File: src/rtl/m_axil_cmd_master.sv
// m_axil_cmd_master: single-beat command/response to AXI4-Lite master bridge.
// Accepts one command at a time on CMD_*, runs the matching AXI-Lite write
// (AW+W then B) or read (AR then R) transaction, and returns the outcome on RSP_*.
// Ports:
//   ACLK, ARESETn            clock, asynchronous active-low reset
//   CMD_VALID/READY/WRITE    command handshake and type (1 = write)
//   CMD_ADDR/WDATA/WSTRB     command byte address, write data, byte strobes
//   RSP_VALID/READY          response handshake
//   RSP_WRITE/DATA/RESP      echoed type, read data (0 for writes), BRESP/RRESP
//   AW*, W*, B*, AR*, R*     AXI4-Lite master channels
// All outputs are registered.
module m_axil_cmd_master #(
    parameter int unsigned M_AXI_ADDR_WIDTH = 6,
    parameter int unsigned M_AXI_DATA_WIDTH = 32
) (
    input  logic                          ACLK,
    input  logic                          ARESETn,
    // command interface
    input  logic                          CMD_VALID,
    output logic                          CMD_READY,
    input  logic                          CMD_WRITE,
    input  logic [M_AXI_ADDR_WIDTH-1:0]   CMD_ADDR,
    input  logic [M_AXI_DATA_WIDTH-1:0]   CMD_WDATA,
    input  logic [M_AXI_DATA_WIDTH/8-1:0] CMD_WSTRB,
    // response interface
    output logic                          RSP_VALID,
    input  logic                          RSP_READY,
    output logic                          RSP_WRITE,
    output logic [M_AXI_DATA_WIDTH-1:0]   RSP_DATA,
    output logic [1:0]                    RSP_RESP,
    // write address channel
    output logic [M_AXI_ADDR_WIDTH-1:0]   AWADDR,
    output logic                          AWVALID,
    input  logic                          AWREADY,
    // write data channel
    output logic [M_AXI_DATA_WIDTH-1:0]   WDATA,
    output logic [M_AXI_DATA_WIDTH/8-1:0] WSTRB,
    output logic                          WVALID,
    input  logic                          WREADY,
    // write response channel
    input  logic [1:0]                    BRESP,
    input  logic                          BVALID,
    output logic                          BREADY,
    // read address channel
    output logic [M_AXI_ADDR_WIDTH-1:0]   ARADDR,
    output logic                          ARVALID,
    input  logic                          ARREADY,
    // read data channel
    input  logic [M_AXI_DATA_WIDTH-1:0]   RDATA,
    input  logic [1:0]                    RRESP,
    input  logic                          RVALID,
    output logic                          RREADY
);

    typedef enum logic [2:0] {
        IDLE = 3'd0,
        WR   = 3'd1,
        WR_B = 3'd2,
        RD_A = 3'd3,
        RD_R = 3'd4,
        RSP  = 3'd5
    } state_t;

    state_t state;
    logic   aw_done;
    logic   w_done;
    logic   aw_hs;
    logic   w_hs;

    // handshakes seen at the coming edge
    assign aw_hs = AWVALID & AWREADY;
    assign w_hs  = WVALID & WREADY;

    // transaction sequencer; every output is a register of this block
    always_ff @(posedge ACLK or negedge ARESETn) begin
        if (!ARESETn) begin
            state     <= IDLE;
            aw_done   <= 1'b0;
            w_done    <= 1'b0;
            CMD_READY <= 1'b0;
            RSP_VALID <= 1'b0;
            RSP_WRITE <= 1'b0;
            RSP_DATA  <= '0;
            RSP_RESP  <= 2'b00;
            AWADDR    <= '0;
            AWVALID   <= 1'b0;
            WDATA     <= '0;
            WSTRB     <= '0;
            WVALID    <= 1'b0;
            BREADY    <= 1'b0;
            ARADDR    <= '0;
            ARVALID   <= 1'b0;
            RREADY    <= 1'b0;
        end else begin
            case (state)
                IDLE: begin
                    if (CMD_VALID && CMD_READY) begin
                        CMD_READY <= 1'b0;
                        if (CMD_WRITE) begin
                            AWADDR  <= CMD_ADDR;
                            WDATA   <= CMD_WDATA;
                            WSTRB   <= CMD_WSTRB;
                            AWVALID <= 1'b1;
                            WVALID  <= 1'b1;
                            aw_done <= 1'b0;
                            w_done  <= 1'b0;
                            state   <= WR;
                        end else begin
                            ARADDR  <= CMD_ADDR;
                            ARVALID <= 1'b1;
                            state   <= RD_A;
                        end
                    end else begin
                        // also raises CMD_READY on the first edge after reset
                        CMD_READY <= 1'b1;
                    end
                end

                WR: begin
                    // AW and W retire independently, in either order
                    if (aw_hs) begin
                        AWVALID <= 1'b0;
                        aw_done <= 1'b1;
                    end
                    if (w_hs) begin
                        WVALID <= 1'b0;
                        w_done <= 1'b1;
                    end
                    if ((aw_done || aw_hs) && (w_done || w_hs)) begin
                        BREADY <= 1'b1;
                        state  <= WR_B;
                    end
                end

                WR_B: begin
                    if (BVALID && BREADY) begin
                        RSP_RESP  <= BRESP;
                        RSP_WRITE <= 1'b1;
                        RSP_DATA  <= '0;
                        BREADY    <= 1'b0;
                        state     <= RSP;
                    end
                end

                RD_A: begin
                    if (ARVALID && ARREADY) begin
                        ARVALID <= 1'b0;
                        RREADY  <= 1'b1;
                        state   <= RD_R;
                    end
                end

                RD_R: begin
                    if (RVALID && RREADY) begin
                        RSP_DATA  <= RDATA;
                        RSP_RESP  <= RRESP;
                        RSP_WRITE <= 1'b0;
                        RREADY    <= 1'b0;
                        state     <= RSP;
                    end
                end

                RSP: begin
                    // RSP_VALID rises one cycle after capture, then holds until taken
                    if (!RSP_VALID) begin
                        RSP_VALID <= 1'b1;
                    end else if (RSP_READY) begin
                        RSP_VALID <= 1'b0;
                        state     <= IDLE;
                    end
                end

                default: state <= IDLE;
            endcase
        end
    end

endmodule
File: config.mk
export PLATFORM = sky130hd
export DESIGN_NAME = m_axil_cmd_master
export DESIGN_NICKNAME = d
export VERILOG_FILES = /design/src/rtl/m_axil_cmd_master.sv
export SDC_FILE = /design/constraint.sdc
export NUM_CORES = 1
export LEC_CHECK = 0
export CORE_MARGIN = 2
export CORE_UTILIZATION = 37
export DETAILED_ROUTE_END_ITERATION = 10
export PLACE_DENSITY = 0.82
export SLEW_MARGIN = 20
export SYNTH_ARGS = -nofsm -noshare
export SYNTH_HDL_FRONTEND = slang
export SYNTH_SLANG_ARGS = --single-unit
File: constraint.sdc
create_clock -name ACLK -period 1.85 [get_ports ACLK]
set_clock_uncertainty 0.1 [all_clocks]
set_input_delay 0.4625 -clock ACLK [delete_from_list [all_inputs] [get_ports ACLK]]
set_output_delay 0.4625 -clock ACLK [all_outputs]
set_load 0.005 [all_outputs]
# --- After elaboration in Yosys (flattened, before gate mapping) ---
# Index checks and enable logic that the tools add are counted.
classes:
  n_eq_ne: 16
  n_mux: 42
  bitwise_logic: 3
  n_reduce_logical: 22
op_table:
  columns: ["operator", "count"]
  rows:
  - ["$mux 32", 2]
  - ["$pmux 32 s2", 1]
  - ["$ne 2x2->1 const B", 11]
  - ["$mux 3", 7]
  - ["$mux 1", 19]
  - ["$pmux 3 s6", 1]
  - ["$pmux 1 s2", 8]
  - ["$reduce_and 3->1", 5]
  - ["$reduce_and 4->1", 3]
  - ["$reduce_bool 2->1", 5]
  - ["$reduce_and 7->1", 1]
  - ["$eq 3x2->1 const B", 2]
  - ["$eq 3x3->1 const B", 2]
  - ["$mux 2", 3]
  - ["$logic_and 1x1->1", 5]
  - ["$pmux 2 s2", 1]
  - ["$eq 3x1->1 const B", 1]
  - ["$logic_not 3->1", 1]
  - ["$and 1x1->1", 2]
  - ["$logic_or 1x1->1", 2]
  - ["$not 1->1", 1]
word_totals:
  register_bits: 95
  inputBits: 88
  wordCells: 100

# --- Logic depth before layout (Yosys ltp) ---
depth:
  word_depth: 5
  depth_mapped: 6
  mapped_depth_nobuf: 4

# --- Worst setup path before layout ---
# OpenSTA, ideal clock, no wires.
synth_path:
  kind: "flip-flop to flip-flop"
  startpoint: "reg state[2]"
  endpoint: "reg ARADDR[0]"
  t_arrival_ns: 1.486
  required_ns: 1.625
  path_slack_ns: 0.139
  path_stages_with_launch: 7
  path_buffers: 2
  period_less_slack_ns: 1.711
  cell_sequence: "dfrtp_1 nor3_2 and3_1 buf_4 nor2b_1 buf_6 mux2_4"
synth_between:
  elab_chain_len: 2
synth_lines:
  columns: ["element", "line_no", "rtl"]
  rows:
  - ["from (decl)", "64", "state_t state;"]
  - ["from (signal assigned)", "77", "state <= IDLE;"]
  - ["from (signal assigned)", "107", "state <= WR;"]
  - ["from (signal assigned)", "111", "state <= RD_A;"]
  - ["$logic_not 3->1", "95", "case (state)"]
  - ["$reduce_and 3->1 (no source line)", null, null]
  - ["to (signal assigned)", "91", "ARADDR <= '0;"]
  - ["to (signal assigned)", "109", "ARADDR <= CMD_ADDR;"]
  - ["to (decl)", "45", "output logic [M_AXI_ADDR_WIDTH-1:0] ARADDR,"]
# No other way between the ends.
# A chain may end at the register's enable or synchronous reset.

# --- Worst setup path in the final report ---
layout_path:
  startpoint: "reg RSP_DATA[30]"
  endpoint: "out RSP_DATA[30]"
layout_rtl:
  columns: ["element", "line_no", "rtl"]
  rows:
  - ["from (decl)", "29", "output logic [M_AXI_DATA_WIDTH-1:0] RSP_DATA,"]
  - ["from (signal assigned)", "83", "RSP_DATA <= '0;"]
  - ["from (signal assigned)", "139", "RSP_DATA <= '0;"]
  - ["from (signal assigned)", "155", "RSP_DATA <= RDATA;"]
# No word-level cell between the ends.

==> flow_summary.yaml <==
timing:
  max_freq_mhz: 556
  hold_violations: 0
  final-max-slew-violation-count: 0
  timing_worst_slew_pin_value_ps: 330
  min_period_ps: 1800
  finalCritPeriodShare_pct: 97.2
  setup_viol: 0
  relSlewSlack_pct: 77.9
layout:
  final_util_pct: 63.9
  final_nets: 566
  layout.cells.non_filler: 615
  area_delta_synth_final_pct: 66.5
  drive_gt1_share_pct: 24.9
  n_antenna_cell: 0
floorplan:
  rows: 36
  initial_core_util_pct: 38.3
  die_width_um: 105
  ioPinCount: 178
  die_area_um2: 11000
  core_area_um2: 9860
  die_h_um: 105
synth:
  synth_area_leader_cell: "dfrtp_1"
  synthCells: 258
  synthDistinctLibCells: 31
  syn_nets: 346
  synth_top_area_share_pct: 62.9
  synth.avg_cell_area_um2: 14.7
  yosysMostFrequentCell: "dfrtp_1"
  ys_async_sr_fraction_pct: 100
  synth_edf_count: 0
  yosys_register_bits: 95
  synthTopCellsByCount: "95 x dfrtp_1, 40 x mux2_2, 32 x a22o_1"
  synth-main-ff-cell: "dfrtp_1"
  yosysSeqAreaShare_pct: 62.9
  yosys_warnings: 0
  ys_top_cells_by_area: "dfrtp_1 63%, mux2_2 12%, a22o_1 7.4%, mux2_4 5.6%, buf_6 1.5%"
  synth_area_um2: 3780
worst_setup_path:
  worst_path_largest_cell_delay_ps: 520
  r2r_setup_slack_ps: 100
  start_kind: "register"
  path_class: "reg -> out"
  cp.required_ps: 1290
  end_kind: "output pin"
  crit_cells: 1
  crit_family: "buffers and inverters"
  reg2reg_depth: 5
  cp_num_buf_inv: 1
  crit_path_top_delay_cell: "clkdlybuf4s50_1"
  crit_chain: "clkdlybuf4s50_1"
  r2r_end: "ARADDR[2]"
  crit_fanout: 2
  worstPathArrival_ps: 1240
  regToRegStartpoint: "state[2]"
grt:
  grt_pass1_wl_um: 16200
  track_usage_pct: 18.6
  antenna_found_initial: 0
  grt_max_degree: 51
  grt_pass1_vias: 3183
  overflow: 0
placed_design:
  place.gp.congestion: 0.812
  io_buffers: 177
  dp_hpwl_um: 7390
  dp_cells: 580
clock_network:
  cts_buffers: 9
  cts.sinks: 95
  cts_tree: "built"
  h-tree-depth: 3
  clk_pin_slew_ps: 90
  clockBufferDepth: 2
  clk_latency_ps: 350
  clockRootBuffer: "clkbuf_8"
power_and_ir_drop:
  power_leakage_nw: 3.15
  ir_worst_vdd_uv: 541
  p_per_area_nw_per_um2: 1340
route:
  wirelength_um: 10100
  wire_per_inst_um: 16.4
  drc: 0
  drtIter0Drc: 88
  final_antenna_net_count: 0
  dr.pass1.iters: 4
  viasPerCell: 4.86
  dr_total_vias: 2990
hold_path:
  hold_path.class: "reg -> reg"
  holdPathEnd: "RSP_DATA[2]"
  hp-start: "RSP_DATA[2]"
  hold_depth: 1
outcome:
  status: "finished, final reports clean"
job:
  drv_cap: 0
where the power goes:
part	leakage, nW	internal, mW	switching, mW
combinational	1.88	2.55	1.30
sequential	1.19	2.87	0.440
clock	0.0836	0.557	0.709
worst max-delay path by stage:
stage                         to  slack [ps]         start
floorplan              ARADDR[0]         140      state[2]
global placement       ARADDR[2]        -220     CMD_VALID
detailed placement     ARADDR[2]        -240     CMD_VALID
CTS                     WDATA[1]         0.8      WDATA[1]
global route        RSP_DATA[30]          -9  RSP_DATA[30]
finish              RSP_DATA[30]          50  RSP_DATA[30]
metal layers:
metal	wire length, um	global-route usage, %
met5	0	0
met4	403	10.0
met3	634	4.62
met2	4940	30.5
met1	4090	22.6
layout by cell type (no fill, tap or decap), types with 3 or more instances in the layout:
master           netlist  final
clkdlybuf4s50_1        0    144
dfrtp_1               95     95
buf_4                  2     41
mux2_2                40     40
a22o_1                32     32
dlymetal6s2s_1         0     29
mux2_4                14     14
clkbuf_8               0     11
nand2_1               10     10
a21oi_1                8      8
nor2_1                 8      8
o21ai_0                6      6
buf_12                 0      6
and3_1                 3      3
nor2b_1                3      3
clkinvlp_4             0      3
dlygate4sd2_1          0      3
state kept, by name, indices dropped and copies added (netlist names):
name / count
ARADDR: 6
ARVALID: 1
AWADDR: 6
AWVALID: 1
BREADY: 1
CMD_READY: 1
RREADY: 1
RSP_DATA: 32
RSP_RESP: 2
RSP_VALID: 1
RSP_WRITE: 1
WDATA: 32
WSTRB: 4
WVALID: 1
aw_done: 1
state: 3
w_done: 1
area by class of cell:
class                      instances  area, um^2
fill                             752        3570
inverter                           1        3.75
clock inverter                     4        31.3
tap                              133         166
clock buffer                      11         151
sequential                        95        2380
multi-input combinational        147        1300
timing repair buffer             224        2270
repair_timing:
action | in CTS | in global routing
setup endpoints to repair | 9 | 35
gates resized for setup | 3 | 29
setup buffers | 6 | 13
pin swaps | 0 | 0
hold buffers | 1 | 0
endpoints found under the hold margin | 23 | 0
per-stage QoR:
step | hold slack, ps | worst slack (ps) | area [um^2] | setup TNS (ps) | power [mW]
4_1_cts | 409 | 0.819 | 6130 | 0 | 8.45
3_5_place_dp | 281 | -243 | 5890 | -12870 | 7.09
3_3_place_gp | 272 | -221 | 5890 | -12130 | 6.94
6_report | 400 | 52.2 | 6300 | 0 | 8.43
5_1_grt | 418 | -8.90 | 6300 | -21.1 | 8.97
2_1_floorplan | 66.9 | 139 | 3780 | 0 | 4.81
kinds of logic after synthesis:
kind of cell	Yosys count	share of synthesized area (%)
mux	54	17.5
flops	95	62.9
simple gates	35	5.09
compound gates	58	11.6
buf+inv	16	2.94
Note: power is estimated with default switching activity, not from simulation.
